[src/rtl/memstage_byte_seq.sv]
// -----------------------------------------------------------------------------
// memstage_byte_seq
//
// Memory stage that turns one RV32I load/store request into a sequence of
// byte accesses on a byte-wide single-port RAM, then returns a single
// completion pulse. Loads are reassembled little-endian and sign/zero
// extended. Misaligned or illegal requests complete immediately with an error
// and never touch the RAM.
//
// Ports
//   clk, rst_n                 clock; synchronous active-low reset
//   req_valid / req_ready      request handshake (ready only in IDLE)
//   req_we, req_funct3         1 = store; RV32I width code
//   req_addr, req_wdata        byte address (low ADDR_W bits used); store data
//   rsp_valid                  one-cycle completion pulse
//   rsp_rdata, rsp_err         load result (0 for stores/errors); error flag
//   busy                       high in every state except IDLE
//   mem_ena, mem_wea           RAM enable / write enable
//   mem_addra, mem_dina        RAM byte address / write byte
//   mem_douta                  RAM read byte, valid one cycle after issue
// -----------------------------------------------------------------------------
module memstage_byte_seq #(
  parameter int ADDR_W = 13
) (
  input  logic              clk,
  input  logic              rst_n,
  input  logic              req_valid,
  output logic              req_ready,
  input  logic              req_we,
  input  logic [2:0]        req_funct3,
  input  logic [31:0]       req_addr,
  input  logic [31:0]       req_wdata,
  output logic              rsp_valid,
  output logic [31:0]       rsp_rdata,
  output logic              rsp_err,
  output logic              busy,
  output logic              mem_ena,
  output logic              mem_wea,
  output logic [ADDR_W-1:0] mem_addra,
  output logic [7:0]        mem_dina,
  input  logic [7:0]        mem_douta
);

  typedef enum logic [1:0] {IDLE, ISSUE, WAIT, RESP} state_t;

  state_t            state, state_nxt;
  logic [1:0]        cnt, cnt_nxt;

  logic              we_q;
  logic [2:0]        funct3_q;
  logic [ADDR_W-1:0] addr_q;
  logic [31:0]       wdata_q;
  logic [31:0]       result_q;
  logic              err_q;

  logic              accept;
  logic              req_err;
  logic [1:0]        last_idx;
  logic [1:0]        prev_idx;

  // Address bits above the RAM window are intentionally ignored.
  logic              unused_addr_hi;
  assign unused_addr_hi = ^req_addr[31:ADDR_W];

  assign accept   = req_valid && (state == IDLE);
  // Index of the final byte: funct3[1:0] = 00 -> 0, 01 -> 1, 10 -> 3.
  assign last_idx = funct3_q[1] ? 2'd3 : {1'b0, funct3_q[0]};
  assign prev_idx = cnt - 2'd1;

  // Legality of the incoming request (alignment and width code).
  always_comb begin
    case (req_funct3)
      3'b000:  req_err = 1'b0;
      3'b001:  req_err = req_addr[0];
      3'b010:  req_err = |req_addr[1:0];
      3'b100:  req_err = req_we;
      3'b101:  req_err = req_we | req_addr[0];
      default: req_err = 1'b1;
    endcase
  end

  // NOTE: state registers use non-blocking assignments so every flop samples
  // the pre-edge values of its neighbours, exactly like the hardware does.
  always_ff @(posedge clk) begin
    if (!rst_n) begin
      state <= IDLE;
      cnt   <= 2'd0;
    end else begin
      state <= state_nxt;
      cnt   <= cnt_nxt;
    end
  end

  // NOTE: every output of this block gets a default before the case, so no
  // path through it can leave a signal unassigned and infer a latch.
  always_comb begin
    state_nxt = state;
    cnt_nxt   = cnt;
    req_ready = 1'b0;
    busy      = 1'b1;
    rsp_valid = 1'b0;
    mem_ena   = 1'b0;
    mem_wea   = 1'b0;
    mem_addra = '0;
    mem_dina  = 8'h00;
    case (state)
      IDLE: begin
        req_ready = 1'b1;
        busy      = 1'b0;
        if (accept) begin
          state_nxt = req_err ? RESP : ISSUE;
          cnt_nxt   = 2'd0;
        end
      end
      ISSUE: begin
        // RAM controls come only from captured registers and the counter.
        mem_ena   = 1'b1;
        mem_wea   = we_q;
        mem_addra = addr_q + ADDR_W'(cnt);
        mem_dina  = wdata_q[{cnt, 3'b000} +: 8];
        if (cnt == last_idx) begin
          cnt_nxt   = 2'd0;
          state_nxt = we_q ? RESP : WAIT;
        end else begin
          cnt_nxt   = cnt + 2'd1;
        end
      end
      WAIT: state_nxt = RESP;
      RESP: begin
        rsp_valid = 1'b1;
        state_nxt = IDLE;
      end
      default: state_nxt = IDLE;
    endcase
  end

  // NOTE: the request/result registers carry no reset; each is loaded on
  // acceptance before any state-qualified output can observe it.
  always_ff @(posedge clk) begin
    if (accept) begin
      we_q     <= req_we;
      funct3_q <= req_funct3;
      addr_q   <= req_addr[ADDR_W-1:0];
      wdata_q  <= req_wdata;
      err_q    <= req_err;
      result_q <= 32'h0;
    end
    // Read data lags the issue by one cycle: while issuing byte k we capture
    // byte k-1, and the WAIT cycle catches the final byte.
    if (state == ISSUE && !we_q && cnt != 2'd0) begin
      result_q[{prev_idx, 3'b000} +: 8] <= mem_douta;
    end
    if (state == WAIT) begin
      result_q[{last_idx, 3'b000} +: 8] <= mem_douta;
    end
  end

  assign rsp_err = (state == RESP) && err_q;

  always_comb begin
    rsp_rdata = 32'h0;
    if (state == RESP && !err_q && !we_q) begin
      case (funct3_q)
        3'b000:  rsp_rdata = {{24{result_q[7]}}, result_q[7:0]};
        3'b001:  rsp_rdata = {{16{result_q[15]}}, result_q[15:0]};
        3'b100:  rsp_rdata = {24'h0, result_q[7:0]};
        3'b101:  rsp_rdata = {16'h0, result_q[15:0]};
        default: rsp_rdata = result_q;
      endcase
    end
  end

endmodule
[config.mk]
export PLATFORM = sky130hd
export DESIGN_NAME = memstage_byte_seq
export DESIGN_NICKNAME = d
export VERILOG_FILES = /design/src/rtl/memstage_byte_seq.sv
export SDC_FILE = /design/constraint.sdc
export NUM_CORES = 1
export LEC_CHECK = 0
export ABC_CLOCK_PERIOD_IN_PS = 5600
export BUFFER_PORTS_ARGS = -buffer_cell sky130_fd_sc_hd__buf_2
export CORE_MARGIN = 3
export CORE_UTILIZATION = 45
export DETAILED_ROUTE_END_ITERATION = 8
export GPL_ROUTABILITY_DRIVEN = 0
export PLACE_DENSITY = 0.73
export SLEW_MARGIN = 40
export SYNTH_ARGS = -nofsm -noshare
export SYNTH_HDL_FRONTEND = slang
export SYNTH_SLANG_ARGS = --single-unit
export TNS_END_PERCENT = 1
[constraint.sdc]
create_clock -name clk -period 5.6 [get_ports clk]
set_input_delay 1.12 -clock clk [delete_from_list [all_inputs] [get_ports clk]]
set_output_delay 1.12 -clock clk [all_outputs]
set_load 0.01 [all_outputs]
==> out/metrics.csv <==
stage,metric,value,unit
worst_setup_path,Worst Path Max Fanout,16,
drt,drt wl/cell,16.1,um
worst_setup_path,CP Launch Type,flop,
clock_network,Root Driver,clkbuf_8,
yosys,largest family of logic cells by synthesized area,compound AO/OA/AOI/OAI gates,
sta,final setup fails,0,
yosys,Mapped Nets,405,
pwr,NetSw,629,uW
worst_setup_path,"CP delay by family, top",flip-flops,
layout,Antenna Cells,0,
yosys,mapped cell area,3910,um^2
worst_setup_path,R2R depth,6,
worst_setup_path,Worst path max stage delay,820,ps
min_path,Hold Path End,result_q[0],
clock_network,post-cts sizing count,0,
drt,DR pass1 iterations,4,
worst_setup_path,CP Class,flop to output port,
pwr,worst vdd ir,0.000253,V
min_path,WHS Path Cells,1,
layout,Layout area overhead,23.5,%
sta,Period minus WS final,3630,ps
yosys,post-synthesis xor/xnor area fraction,2.24,%
sta,WHS,478,ps
layout,"Core Util, Final",57.9,%
sta,relative slew slack,49.9,%
placed_design,Placed Cells,525,
placed_design,Post-Place Cell Area,4590,um^2
sta,Sum Neg Setup Slack,0,ps
placed_design,number of port buffers,118,
floorplan,chip width,99.2,um
yosys,Post-synth EDFFs,50,
clock_network,CTS Sinks,86,
min_path,Min-Delay Path Class,flop to flop,
yosys,adder-cell share of the synthesized area,4.68,%
yosys,Main synth FF type,edfxtp_1,
pwr,Pint,1.34,mW
global_routing,largest net degree at the start of global routing,53,
clock_network,CTS tree,built,
floorplan,Rows,33,
sta,period utilisation layout,64.8,%
floorplan,die area,9830,um^2
yosys,asr flop ratio synth,0,%
pwr,switching part of the total,31.9,%
yosys,Synthesis Warnings,0,
clock_network,clk slew on worst S/H paths,90,ps
drt,DRT iter0 DRCs,157,
clock_network,hold buffer count at CTS,0,
global_routing,initial antenna violation count,0,
yosys,Synth Area in Compound Gates,15.6,%
min_path,worst hold start,result_q[0],
worst_setup_path,"Cell Chain, Critical Path",fa_1 -> nand4_1 -> nor4_1 -> xor2_1 -> and2_1 -> buf_2,
yosys,Synth Register Bits,86,
global_routing,first-pass GRT wire length,14100,um
yosys,average size of a mapped cell,12.5,um^2
layout,fraction of layout cells with a size suffix above 1,36.4,%
layout,most frequent cells in the layout,"buf_2 (118), edfxtp_1 (50), dfxtp_1 (36)",
global_routing,GRT Total Usage,18.4,%
drt,routed vias,2859,
global_routing,vias in the first global route,2869,
drt,vias per std cell,5.27,
floorplan,initial core utilization,46.8,%
worst_setup_path,slowest library cell on the worst path,dfxtp_1,
layout,post-route insts no fill,542,
sta,RSZ-0062 raised after global routing,no,
pwr,Power Density,409,nW/um^2
worst_setup_path,Worst Path Buf+Inv,1,
drt,Residual DRC,0,
worst_setup_path,Worst EP required,4480,ps
pwr,Leakage,2.06,nW
worst_setup_path,FF-to-FF setup slack,3120,ps
worst_setup_path,Setup crit end kind,output port,
clock_network,setup bufs post-CTS,0,
clock_network,maximum clock path buffer count,2,
drt,Final Routed Wirelength,8710,um
pwr,Comb power frac,28.4,%
sta,Worst Skew,8.72,ps
pwr,sequential power share,47.3,%
yosys,post-synthesis mux area share,4.87,%
layout,"most common cell after layout, fill and taps aside",buf_2,
drt,Post-DRT Antenna Nets,0,
worst_setup_path,critical path arrival,2510,ps
layout,final instance area,4830,um^2
global_routing,grt total ovfl,0,
yosys,sequential area share after synthesis,56.9,%
pwr,Clk pwr share,24.3,%
clock_network,worst-skew pair later-pin latency,350,ps
sta,Peak Freq,276,MHz
yosys,post-synth cell types,49,
placed_design,hpwl dp,6320,um
sta,Slew @ Worst Pin,751,ps
sta,final hold violations,0,
status,status,completed,
floorplan,core box area,8340,um^2
worst_setup_path,Reg-to-Reg End,result_q[17],
floorplan,# IOs,138,
yosys,post-synthesis instance total,312,
run,Max Cap Violations,0,
worst_setup_path,worst r2r src,cnt[1],
floorplan,DIE HEIGHT,99.2,um
clock_network,CTS H-Tree Depth,3,
yosys,Synth Area in Simple Gates,11.9,%
layout,NumNets Final,525,
sta,Max Slew Vio Count,0,
clock_network,clock buffer count from CTS,9,
power groups by stage:
stage	registers [mW]	logic (mW)	clock network [mW]
floorplan	0.918	0.406	0
global placement	0.944	0.536	0
detailed placement	0.953	0.551	0
CTS	0.940	0.556	0.495
global route	0.952	0.622	0.519
finish	0.933	0.560	0.480
metrics by stage:
stage	worst slack, ps	power [mW]
CTS	1930	1.99
detailed placement	2320	1.50
floorplan	2690	1.32
finish	1970	1.97
global route	1760	2.09
global placement	2340	1.48
final cells by class:
| class | count | area (um^2) |
|---|---|---|
| Inverter | 25 | 96.3 |
| Clock inverter | 6 | 93.8 |
| Clock buffer | 10 | 128 |
| Sequential cell | 86 | 2220 |
| Timing Repair Buffer | 121 | 617 |
| Fill cell | 713 | 3510 |
| Tap cell | 105 | 131 |
| Multi-Input combinational cell | 189 | 1540 |
logic make-up after synthesis:
kind of cell | Yosys count
adders and majority gates | 14
buffers and inverters | 37
DFF | 86
xor gates and xnor gates | 10
and+or+nand+nor | 75
AOI/OAI and AO/OA | 81
muxes | 9
routing by layer:
layer | part of all wire (%) | vias up | GRT usage (%)
met5 | 0 | - | 0
li1 | - | 1386 | -
met2 | 51 | 85 | 30.7
met3 | 6.0 | 10 | 3.79
met1 | 42 | 1378 | 24.1
met4 | 1.4 | 0 | 5.78
sequential cells by signal, indices dropped and copies added, names as in the netlist:
name,cells
state,2
result_q,32
funct3_q,3
wdata_q,32
addr_q,13
cnt,2
we_q,1
err_q,1
synth_stat cells (2+ instances only):
cell type / count / share of area, %
ha_1: 13 / 4.2
nand3_1: 7 / 0.90
o21ai_0: 8 / 1.0
and2_1: 29 / 4.6
xor2_1: 7 / 1.6
nor3_1: 2 / 0.26
o21a_1: 7 / 1.3
mux4_2: 8 / 4.6
xnor2_1: 3 / 0.67
a21oi_1: 19 / 2.4
inv_1: 25 / 2.4
nor2_1: 5 / 0.48
buf_2: 5 / 0.64
nand2b_1: 3 / 0.48
nor4_1: 3 / 0.48
or3_1: 2 / 0.32
a211oi_1: 2 / 0.38
nand2_1: 10 / 0.96
a22o_1: 32 / 7.2
edfxtp_1: 50 / 38
dfxtp_1: 36 / 18
nand4_1: 2 / 0.32
a21boi_0: 3 / 0.58
clkbuf_1: 6 / 0.58
worst reg2reg max path: stages, from the launching register on:
cell     delay, ps
dfxtp_1        820
inv_1          220
ha_1           280
nor3b_4        390
nand2_4        120
nor3_4         380
a22o_1         220
worst max path at each step:
stage                   start            end  slack, ps  cells after the start
floorplan           req_valid   result_q[16]       2690                      4
global placement       cnt[1]  mem_addra[12]       2340                      6
detailed placement     cnt[1]   mem_addra[9]       2320                      6
CTS                    cnt[1]  mem_addra[12]       1930                      6
global route           cnt[1]  mem_addra[12]       1760                      6
finish                 cnt[1]  mem_addra[12]       1970                      6
No activity file was read; power rests on OpenSTA's default activity.
